==> src/rtl/rca_pkg.sv <==
// rca_pkg -- shared definitions for the rca_accum slice.
//   state_t      : accumulator FSM states (ACCUM, DONE)
//   WIDTH_*      : supported operand/accumulator widths
package rca_pkg;

    typedef enum logic [0:0] {
        ACCUM = 1'b0,
        DONE  = 1'b1
    } state_t;

    localparam int unsigned WIDTH_8  = 8;
    localparam int unsigned WIDTH_16 = 16;
    localparam int unsigned WIDTH_32 = 32;
    localparam int unsigned WIDTH_64 = 64;

endpackage

==> src/rtl/rca.sv <==
// rca -- N-bit ripple-carry adder built from a chain of full adders.
// Ports:
//   A, B  : N-bit addends
//   Cin   : carry in
//   Sum   : N-bit sum
//   Cout  : carry out of the most significant bit
module rca #(
    parameter int N = 8
) (
    input  logic [N-1:0] A,
    input  logic [N-1:0] B,
    input  logic         Cin,
    output logic [N-1:0] Sum,
    output logic         Cout
);

    logic [N:0] carry;

    assign carry[0] = Cin;

    genvar i;
    generate
        for (i = 0; i < N; i++) begin : g_fa
            assign Sum[i]     = A[i] ^ B[i] ^ carry[i];
            assign carry[i+1] = (A[i] & B[i]) | (carry[i] & (A[i] ^ B[i]));
        end
    endgenerate

    assign Cout = carry[N];

endmodule

==> src/rtl/rca_accum.sv <==
// rca_accum -- sums BATCH unsigned operands through one rca instance and
// presents the batch result with a valid/ready handshake.
// Ports:
//   clk        : clock, all state changes on the rising edge
//   rst        : synchronous active-high reset
//   in_valid   : operand valid
//   in_ready   : operand can be accepted this cycle (high in ACCUM)
//   in_data    : N-bit unsigned operand
//   out_valid  : batch result available (high in DONE)
//   out_ready  : downstream consumes the result
//   out_sum    : accumulated batch sum (registered)
//   out_ovf    : sticky carry-out flag for the batch (registered)
// Build option:
//   RCA_ACCUM_SAT_EN : when defined, a carry-out saturates the accumulator
//                      to all-ones instead of wrapping modulo 2^N.
//
// state | meaning
// ------+--------------------------------------------------
// ACCUM | collecting operands, in_ready=1, out_valid=0
// DONE  | holding result, in_ready=0, out_valid=1
module rca_accum
    import rca_pkg::*;
#(
    parameter int N     = WIDTH_8,
    parameter int BATCH = 4
) (
    input  logic         clk,
    input  logic         rst,
    input  logic         in_valid,
    output logic         in_ready,
    input  logic [N-1:0] in_data,
    output logic         out_valid,
    input  logic         out_ready,
    output logic [N-1:0] out_sum,
    output logic         out_ovf
);

    localparam logic [0:0] S_ACCUM = 1'(ACCUM);
    localparam logic [0:0] S_DONE  = 1'(DONE);

    // BATCH=1 still needs a one-bit counter; it simply never advances.
    localparam int CNT_W = (BATCH > 1) ? $clog2(BATCH) : 1;
    localparam logic [CNT_W-1:0] CNT_LAST = CNT_W'(BATCH - 1);

    logic [0:0]       state;
    logic [N-1:0]     acc;
    logic             ovf;
    logic [CNT_W-1:0] cnt;

    logic [N-1:0]     sum;
    logic             cout;
    logic [N-1:0]     acc_nxt;
    logic             accept;

    rca #(.N(N)) u_rca (
        .A    (acc),
        .B    (in_data),
        .Cin  (1'b0),
        .Sum  (sum),
        .Cout (cout)
    );

`ifdef RCA_ACCUM_SAT_EN
    // Once acc is all-ones any non-zero operand carries out again, and a zero
    // operand leaves it unchanged, so saturation holds for the rest of the batch.
    assign acc_nxt = cout ? {N{1'b1}} : sum;
`else
    assign acc_nxt = sum;
`endif

    assign in_ready  = (state == S_ACCUM);
    assign out_valid = (state == S_DONE);
    assign accept    = in_valid && in_ready;
    assign out_sum   = acc;
    assign out_ovf   = ovf;

    always_ff @(posedge clk) begin
        if (rst) begin
            state <= S_ACCUM;
            acc   <= '0;
            ovf   <= 1'b0;
            cnt   <= '0;
        end else begin
            case (state)
                S_ACCUM: begin
                    if (accept) begin
                        acc <= acc_nxt;
                        ovf <= ovf | cout;
                        if (cnt == CNT_LAST) begin
                            // counter is held here and cleared when the result is taken
                            state <= S_DONE;
                        end else begin
                            cnt <= cnt + CNT_W'(1);
                        end
                    end
                end
                S_DONE: begin
                    if (out_ready) begin
                        state <= S_ACCUM;
                        acc   <= '0;
                        ovf   <= 1'b0;
                        cnt   <= '0;
                    end
                end
                default: begin
                    state <= S_ACCUM;
                end
            endcase
        end
    end

endmodule

==> config.mk <==
export PLATFORM = sky130hd
export DESIGN_NAME = rca_accum
export DESIGN_NICKNAME = d
export VERILOG_FILES = /design/src/rtl/rca_pkg.sv /design/src/rtl/rca.sv /design/src/rtl/rca_accum.sv
export SDC_FILE = /design/constraint.sdc
export NUM_CORES = 1
export LEC_CHECK = 0
export BUFFER_PORTS_ARGS = -buffer_cell sky130_fd_sc_hd__buf_2
export CAP_MARGIN = 20
export CORE_MARGIN = 1
export CORE_UTILIZATION = 47
export CTS_CLUSTER_DIAMETER = 200
export DETAILED_ROUTE_END_ITERATION = 10
export PLACE_DENSITY = 0.76
export SLEW_MARGIN = 10
export SYNTH_ARGS = -nofsm -noshare
export SYNTH_HDL_FRONTEND = slang
export SYNTH_HIERARCHICAL = 1
export SYNTH_SLANG_ARGS = --single-unit
==> constraint.sdc <==
create_clock -name clk -period 4.9 [get_ports clk]
set_clock_uncertainty 0.15 [all_clocks]
set_input_delay 0.245 -clock clk [delete_from_list [all_inputs] [get_ports clk]]
set_output_delay 0.245 -clock clk [all_outputs]
set_load 0.02 [all_outputs]
==> metrics.txt, run 1 <==
status completed; Worst Path Class, Setup flip-flop to flip-flop; Die ar. 0.00156 mm2; final WL 1260 um; ranking of synthesized cells by area dfxtp_1, fa_1, a22oi_1, inv_1, nor2_1; Setup TNS 0 ns; DP Worst Slack 0.967 ns; worst vdd ir 0.199 mV; relative slew slack 0.546; Clk Latency, worst-skew pair 0.29 ns; total track usage 0.226; period utilisation layout 0.796; final setup margin 0.999 ns; Synthesized Nets 88; Peak Freq 0.256 GHz; Residual DRC 0; Yosys reg bits 12; synth unique cells 20; clk root buf clkbuf_4; Ant. Diodes 0; vias in the first global route 517; layout cells sized above 1 0.308; Seq. cell area 240 um2; Cell Rows 13; Starting Density 0.510; fin crit period 3.90 ns; Syn Std Cell Area 663 um2; initial antenna violation count 0; Detailed Place HPWL 986 um; Setup Buffers After CTS 0; max_cap viols 0; Data arrival, critical path 3.98 ns; H-Tree Depth 1; Slew Limit Fails 0; WP buf/inv 4; Finished Layout Cells 106; area of the multi-input gates 369 um2; HP Class input port to flip-flop; die height 39.6 um; die width 39.6 um; placed insts 102; CP max stage cell fa_1; post-CTS resize count 0; Vias 553; first-pass GRT wire length 2210 um; RSZ-0062 raised after global routing no; Worst-Margin Slew 0.680 ns; largest net degree at the start of global routing 14; io pins 23; endpoints failing setup 0; Top cell by count, worst path fa_1; hold_ws 0.135 ns; crit end category flip-flop; Reg clk slew, reported paths 0.09 ns; CP Launch Type flip-flop; Top delay family on crit path adder cells; CP Cell Sequence fa_1 > inv_1 > fa_1 > inv_1 > fa_1 > fa_1 > fa_1 > fa_1 > fa_1 > inv_1 > fa_1 > inv_1 > a22oi_1 > nor2_1; core area 0.00130 mm2; final core occ 0.630; port buffer count 22; Final ANT Viol Nets 0; CP peak stage delay 0.42 ns; Syn Area/Cell 9.90 um2; Layout area overhead 23.6%; drt wl/cell 11.9 um; hold buffers post-CTS 0; RePlAce Congestion 0.817; Power Density 338 mW/mm2; Inserted Clock Buffers 3; drt pass-1 iters 5; worst-case clock buffer depth 2; Pleak 0.416 nW; CTS tree yes; Worst EP required 4.98 ns; area leader, netlist dfxtp_1; Warnings, synthesis 6; register area share after synthesis 0.362; Synth top area share 0.362; clk sink count 12; drt via density 5.22; number of fill cells 129; Syn Inst Count 67; initial DRC count 11; nets 113; final hold vios 0; total gr overflow 0; worst-path fanout max 3
==> where the power goes <==
part	total [mW]	switching [mW]	internal (mW)	leakage, nW
clock	0.0823	0.0370	0.0453	0.0210
combinational	0.0770	0.0431	0.0340	0.297
sequential	0.118	0.00954	0.108	0.0987
total	0.277	0.0896	0.188	0.416
==> per-stage QoR <==
stage | area, um2 | total power [mW]
after floorplan | 663 | 0.172
after global placement | 783 | 0.193
after detailed placement | 783 | 0.199
after CTS | 820 | 0.282
after global routing | 820 | 0.297
final | 820 | 0.277
==> kinds of logic (layout without fill, tap and decap cells) <==
logic type,Yosys count,after routing,share of synthesized area
AND/OR/NAND/NOR,16,16,0.108
other,1,1,0.00565
AO/OA/AOI/OAI,13,13,0.147
flip-flops,12,12,0.362
buffers and inverters,14,38,0.0811
multiplexers,2,2,0.0358
adder cells (fa/ha/maj),9,9,0.260
==> state kept, by name, summed over array words and instances (netlist names) <==
register and cells:
out_sum 8, cnt 2, out_ovf 1, out_valid 1
==> area by class of cell <==
class | instances | area share
repair buffers | 22 | 0.134
multi-input cells | 41 | 0.450
flip-flops and latches | 12 | 0.293
inverters | 12 | 0.0550
clock buffers | 4 | 0.0443
well taps | 15 | 0.0229
==> worst register-to-register path, cell delays in order (launching register included) <==
cell and delay, ns:
dfxtp_1 0.34, fa_1 0.42, inv_1 0.08, fa_1 0.15
inv_1 0.05, fa_1 0.39, fa_1 0.39, fa_1 0.38
fa_1 0.39, fa_1 0.37, inv_1 0.08, fa_1 0.41
inv_1 0.06, a22oi_1 0.07, nor2_1 0.11
==> cell usage after synthesis <==
master      n
nand2b_1    1
nand3_1     1
mux2i_2     1
a22oi_1     9
a21oi_1     1
nor2_1     10
a2bb2oi_1   1
nor4_1      1
buf_2       1
inv_1      12
dfxtp_1    12
mux2i_1     1
conb_1      1
clkbuf_1    1
ha_1        1
nor2b_1     2
nand2_1     1
o211ai_1    1
a31o_2      1
fa_1        8
==> cells in the final DEF, fill, tap and decap left out, drive strengths merged <==
cell and count:
a31o 1, nor2 10, o211ai 1, inv 12, nand2b 1, nor4 1
conb 1, a22oi 9, nand3 1, clkbuf 4, a2bb2oi 1, mux2i 2
fa 8, a21oi 1, ha 1, buf 22, dfxtp 12, nand2 1
nor2b 2
==> metal layers <==
metal / routed length (um) / vias to the layer above / track usage
met5: 0 / - / 0
met4: 11 / 0 / 0.0776
met3: 73 / 3 / 0.102
met2: 687 / 15 / 0.381
met1: 490 / 269 / 0.247
li1: - / 266 / -
==> worst paths after layout <==
path	slack, ns	endpoint	start	cells after the start
worst max-delay path	1.0	out_sum[7]$_SDFFE_PP0P_	out_sum[0]$_SDFFE_PP0P_	14
worst min-delay path	0.13	out_sum[2]$_SDFFE_PP0P_	rst	2
worst max register to register	1.0	out_sum[7]$_SDFFE_PP0P_	out_sum[0]$_SDFFE_PP0P_	14
worst min register to register	0.35	cnt[1]$_SDFFE_PP0P_	cnt[1]$_SDFFE_PP0P_	2
Note: power is estimated with default switching activity, not from simulation.
==> run 2, diff against run 1 <==
Settings changed: CORE_UTILIZATION 47 to 42, PLACE_DENSITY 0.76 to 0.72.
Clock period 4.9 ns to 3.4 ns, I/O delays scaled along.
==> run 2 against run 1 <==
Compared with the run above: the flow now finishes with violations (setup timing); sequential share of layout area decreased by 0.47 points; first-iteration DRC count fell by 45%; non-clock buffer count increased by 1; setup slack worse by 1.2 ns; die area is 11% higher; cell area is 3.2% higher; global-route usage shrank 5.7 points; largest cell class unchanged; final cell count increased by 0.94%.
==> metrics.txt, run 2 (synthesis results as in run 1) <==
status finished, violations left; failing checks setup timing; reg2reg start out_sum[0]$_SDFFE_PP0P_; Power Density 471 mW/mm2 (+39%); hold depth 2 (unchanged); initial DRC count 6 (-5); crit end category flip-flop; H-Tree Depth 1 (unchanged); clk root buf clkbuf_4; Peak Freq 0.282 GHz (+9.8%); hold_ws 0.0794 ns (-0.0553 ns); port buffer count 22 (unchanged); final setup margin -0.152 ns (-1.15 ns); Worst Path Class, Setup flip-flop to flip-flop; Slew Limit Fails 0 (unchanged); first-pass GRT wire length 2150 um (-2.5%); final WL 1280 um (+1.6%); Detailed Place HPWL 998 um (+1.2%); worst-path fanout max 2 (-1); period utilisation layout 1.04 (+0.249); drt via density 4.90 (-6.1%); Die ar. 0.00174 mm2 (+11%); Reg clk slew, reported paths 0.08 ns (about the same); most frequent cells in the layout buf_2, dfxtp_1, inv_1, nor2_1, a22oi_1; clk sink count 12 (unchanged); max FFs per register 8 (unchanged); Layout area overhead 27.5%; RSZ-0062 raised after global routing yes; Worst EP required 3.46 ns (-1.52 ns); final hold vios 0 (unchanged); Cell Rows 13 (unchanged); HP Class input port to flip-flop; endpoints failing setup 1 (+1); total track usage 0.169 (-0.0573); RePlAce Congestion 0.791 (-3.2%); Residual DRC 0 (unchanged); Data arrival, critical path 3.61 ns (-0.37 ns); Clk Latency, worst-skew pair 0.27 ns (-0.02 ns); drt pass-1 iters 4 (-1); relative slew slack 0.529 (-0.0166); hold buffers post-CTS 0 (unchanged); layout cells sized above 1 0.413 (+0.105); nets 114 (+0.88%); largest net degree at the start of global routing 14 (unchanged); drt wl/cell 12.0 um (+0.63%); Starting Density 0.480 (-0.0300); Pleak 0.414 nW (-0.67%); commonest non-fill, non-tap cell in the layout buf_2; core area 0.00138 mm2 (+6.3%); initial antenna violation count 0 (unchanged); Hold Path End out_ovf$_SDFFE_PP0P_; Finished Layout Cells 107 (+0.94%); max_cap viols 0 (unchanged); CTS tree yes; FF-to-FF End out_sum[7]$_SDFFE_PP0P_; die height 41.7 um (+5.5%); worst min-delay path startpoint rst; CP Launch Type flip-flop; total gr overflow 0 (unchanged); die width 41.7 um (+5.5%); Worst Reg-to-Reg Cells 14 (unchanged); Worst-Margin Slew 0.705 ns (+0.0249 ns); placed insts 103 (+0.98%); worst-case clock buffer depth 2 (unchanged); reg2reg setup slack -0.15 ns (-1.15 ns); Final ANT Viol Nets 0 (unchanged); Vias 524 (-5.2%); number of fill cells 136 (+5.4%); fin crit period 3.55 ns (-0.349 ns); worst vdd ir 0.258 mV (+29%); post-CTS resize count 0 (unchanged); io pins 23 (unchanged); Inserted Clock Buffers 3 (unchanged); vias in the first global route 514 (-0.58%); Ant. Diodes 0 (unchanged)
-- run 2: changes by cell type in the layout (fill, tap and decap cells not counted) --
cell,delta
inv_1,-2
inv_2,+2
dfxtp_4,+1
fa_2,+6
fa_1,-6
buf_4,+1
dfxtp_1,-1
-- run 2: worst max path at each step --
stage,startpoint,end,slack (ns),cells after the start
after floorplan,in_data[0],out_sum[7]$_SDFFE_PP0P_,-0.05,14
after global placement,out_sum[0]$_SDFFE_PP0P_,out_sum[7]$_SDFFE_PP0P_,-0.25,14
after detailed placement,out_sum[0]$_SDFFE_PP0P_,out_sum[7]$_SDFFE_PP0P_,-0.32,14
after CTS,out_sum[0]$_SDFFE_PP0P_,out_sum[7]$_SDFFE_PP0P_,-0.18,14
after global routing,out_sum[0]$_SDFFE_PP0P_,out_sum[7]$_SDFFE_PP0P_,-0.26,14
final,out_sum[0]$_SDFFE_PP0P_,out_sum[7]$_SDFFE_PP0P_,-0.15,14
-- run 2: final cells by class --
| class | count | area [um2] | share of cell area |
|---|---|---|---|
| tap | 15 | 18.8 | 0.0222 |
| clock buffer | 4 | 36.3 | 0.0429 |
| timing repair buffer | 23 | 118 | 0.139 |
| inverter | 12 | 45.0 | 0.0533 |
| multi-input combinational | 41 | 384 | 0.454 |
| sequential | 12 | 244 | 0.288 |
-- run 2: critical path: stages (launching register included) --
cell and delay (ns):
dfxtp_4 0.35, fa_2 0.33, inv_2 0.06, fa_1 0.15, inv_1 0.06, fa_2 0.35
fa_2 0.35, fa_2 0.34, fa_2 0.34, fa_2 0.34, inv_2 0.06, fa_1 0.39
inv_1 0.06, a22oi_1 0.07, nor2_1 0.10
-- run 2: timing repair --
item	4_1_cts	5_1_grt
endpoints found under the hold margin	0	0
buffers inserted	0	0
endpoints found under the setup margin	2	2
pin swaps	6	0
-- run 2: per-layer routing --
layer / track usage / part of all wire / vias up
met5: 0 / 0 / -
met1: 0.197 / 0.43 / 238
met2: 0.272 / 0.51 / 16
met3: 0.0522 / 0.045 / 2
met4: 0.0968 / 0.011 / 0
li1: - / - / 268
-- run 2: metrics by stage --
stage | utilization | TNS, ns | power (mW) | instance area, um2 | setup WS [ns]
floorplan | - | -0.0537 | 0.255 | 682 | -0.0537
global placement | 0.586 | -0.337 | 0.287 | 810 | -0.253
detailed placement | 0.586 | -0.458 | 0.293 | 810 | -0.320
CTS | 0.612 | -0.180 | 0.407 | 846 | -0.180
global route | 0.612 | -0.374 | 0.427 | 846 | -0.264
finish | 0.612 | -0.152 | 0.399 | 846 | -0.152
-- run 2: report_power, final --
group / internal [mW] / switching (mW) / total (mW)
Combinational: 0.0524 / 0.0627 / 0.115
Sequential: 0.156 / 0.0141 / 0.170
Clock: 0.0650 / 0.0483 / 0.113
Total: 0.274 / 0.125 / 0.399
==> run 3, diff against run 2 <==
Settings changed: MAX_ROUTING_LAYER set to met4.
==> run 3 against run 2 <==
Compared with the run above: the run still ends with setup timing left; routed wire length is essentially flat; register-to-register slack about the same; global-route usage rose by 0.48 points; via count fell by 0.38%; maximum frequency about the same.
==> metrics.txt, run 3 (synthesis results as in run 1) <==
status finished, violations left; failing checks setup timing; Ant. Diodes 0 (unchanged); largest net degree at the start of global routing 14 (unchanged); fin crit period 3.55 ns (-0.000541 ns); Int Power 0.274 mW (about the same); Setup Buffers After CTS 0 (unchanged); Layout area overhead 27.5% (unchanged); Combinational Power Share 0.289 (about the same); initial DRC count 6 (unchanged); Final ANT Viol Nets 0 (unchanged); total gr overflow 0 (unchanged); core area 0.00138 mm2 (unchanged); Detailed Place HPWL 998 um (unchanged); Worst-Margin Slew 0.700 ns (-0.00470 ns); final hold vios 0 (unchanged); clk root buf clkbuf_4; drt via density 4.88 (-0.38%); max_cap viols 0 (unchanged); Residual DRC 0 (unchanged); Vias 522 (-0.38%); CP peak stage delay 0.39 ns (about the same); number of fill cells 136 (unchanged); final core occ 0.612 (unchanged); crit end category flip-flop; H-Tree Depth 1 (unchanged); CP Launch Type flip-flop; most frequent cells in the layout buf_2, dfxtp_1, inv_1, nor2_1, a22oi_1; Clk Latency, worst-skew pair 0.27 ns (about the same); HP Class input port to flip-flop; Post-Layout Inst Area 846 um2 (unchanged); area of the multi-input gates 384 um2 (unchanged); endpoints failing setup 1 (unchanged); max FFs per register 8 (unchanged); initial antenna violation count 0 (unchanged); port buffer count 22 (unchanged); Seq pwr share 0.427 (about the same); worst vdd ir 0.258 mV (about the same); RePlAce Congestion 0.802 (+1.4%); Die ar. 0.00174 mm2 (unchanged); Power Density 471 mW/mm2 (about the same); die height 41.7 um (unchanged); Worst Path Class, Setup flip-flop to flip-flop; hold_ws 0.0785 ns (-0.000915 ns); vias in the first global route 513 (-0.19%); CTS tree yes; nets 114 (unchanged); commonest non-fill, non-tap cell in the layout buf_2; Peak Freq 0.282 GHz (about the same); Seq. cell area 244 um2 (unchanged); hold buffers post-CTS 0 (unchanged); final setup margin -0.151 ns (+0.000541 ns); first-pass GRT wire length 2150 um (unchanged); die width 41.7 um (unchanged); CP Cell Sequence fa_2 > inv_2 > fa_1 > inv_1 > fa_2 > fa_2 > fa_2 > fa_2 > fa_2 > inv_2 > fa_1 > inv_1 > a22oi_1 > nor2_1; clk sink count 12 (unchanged); drt pass-1 iters 4 (unchanged); period utilisation layout 1.04 (about the same); relative slew slack 0.532 (+0.00314); post-CTS resize count 0 (unchanged); Slew Limit Fails 0 (unchanged); drt wl/cell 12.0 um (about the same); RSZ-0062 raised after global routing yes; CP max stage cell fa_1; layout cells sized above 1 0.413 (unchanged); Inserted Clock Buffers 3 (unchanged); Cell Rows 13 (unchanged); NetSw 0.125 mW (about the same); Worst EP required 3.46 ns (about the same); Top cell by count, worst path fa_2; clock power share 0.284 (about the same); worst-case clock buffer depth 2 (unchanged); Sw Ratio 0.314 (about the same); Starting Density 0.480 (unchanged); final WL 1280 um (about the same); Pleak 0.414 nW (unchanged); Reg clk slew, reported paths 0.08 ns (about the same); io pins 23 (unchanged); worst-path fanout max 2 (unchanged); cell area after placement 810 um2 (unchanged); total track usage 0.174 (+0.00476); Data arrival, critical path 3.61 ns (about the same)
==> run 3: cell counts in the layout (fill, tap and decap cells not counted) <==
No cell type changed its count.
==> run 3: worst paths after layout <==
kind | start | endpoint | slack, ns | cells past startpoint
min reg2reg | out_ovf$_SDFFE_PP0P_ | out_ovf$_SDFFE_PP0P_ | 0.35 | 2
max | out_sum[0]$_SDFFE_PP0P_ | out_sum[7]$_SDFFE_PP0P_ | -0.15 | 14
max reg2reg | out_sum[0]$_SDFFE_PP0P_ | out_sum[7]$_SDFFE_PP0P_ | -0.15 | 14
min | rst | out_ovf$_SDFFE_PP0P_ | 0.08 | 2
==> run 3: layout make-up <==
class / count / share of cell area
Timing Repair Buffer: 23 / 0.139
Clock buffer: 4 / 0.0429
Sequential cell: 12 / 0.288
Tap cell: 15 / 0.0222
Multi-Input combinational cell: 41 / 0.454
Inverter: 12 / 0.0533
==> run 3: critical path: cells and delay by family (launching register included) <==
| family | cells | cell delay [ns] |
|---|---|---|
| fa+ha+maj | 8 | 2.59 |
| compound gates | 1 | 0.07 |
| simple gates | 1 | 0.10 |
| flops | 1 | 0.35 |
| buf+inv | 4 | 0.24 |
==> run 3: what timing repair did <==
item,in CTS,in global routing
setup endpoints to repair,2,2
cloned,0,0
pin swaps,6,0
==> run 3: power by group through the flow <==
stage | Sequential (mW) | Clock [mW] | Combinational [mW]
4_1_cts | 0.171 | 0.119 | 0.118
3_3_place_gp | 0.173 | 0 | 0.114
3_5_place_dp | 0.174 | 0 | 0.119
2_1_floorplan | 0.189 | 0 | 0.0654
6_report | 0.170 | 0.113 | 0.115
5_1_grt | 0.173 | 0.125 | 0.129
==> run 3: stage by stage <==
stage / power, mW / cells / TNS (ns) / setup slack, ns
4_1_cts: 0.407 / 107 / -0.180 / -0.180
5_1_grt: 0.427 / 107 / -0.374 / -0.264
3_5_place_dp: 0.293 / 103 / -0.458 / -0.320
2_1_floorplan: 0.255 / 67 / -0.0537 / -0.0537
3_3_place_gp: 0.287 / 103 / -0.337 / -0.253
6_report: 0.399 / 107 / -0.151 / -0.151
==> run 3: routing by layer <==
metal | global-route usage | part of all wire | routed length, um | vias to the layer above
li1 | - | - | - | 268
met1 | 0.197 | 0.43 | 558 | 236
met2 | 0.272 | 0.51 | 652 | 16
met3 | 0.0522 | 0.045 | 58 | 2
met4 | 0.0968 | 0.011 | 14 | 0
met5 | - | 0 | 0 | -
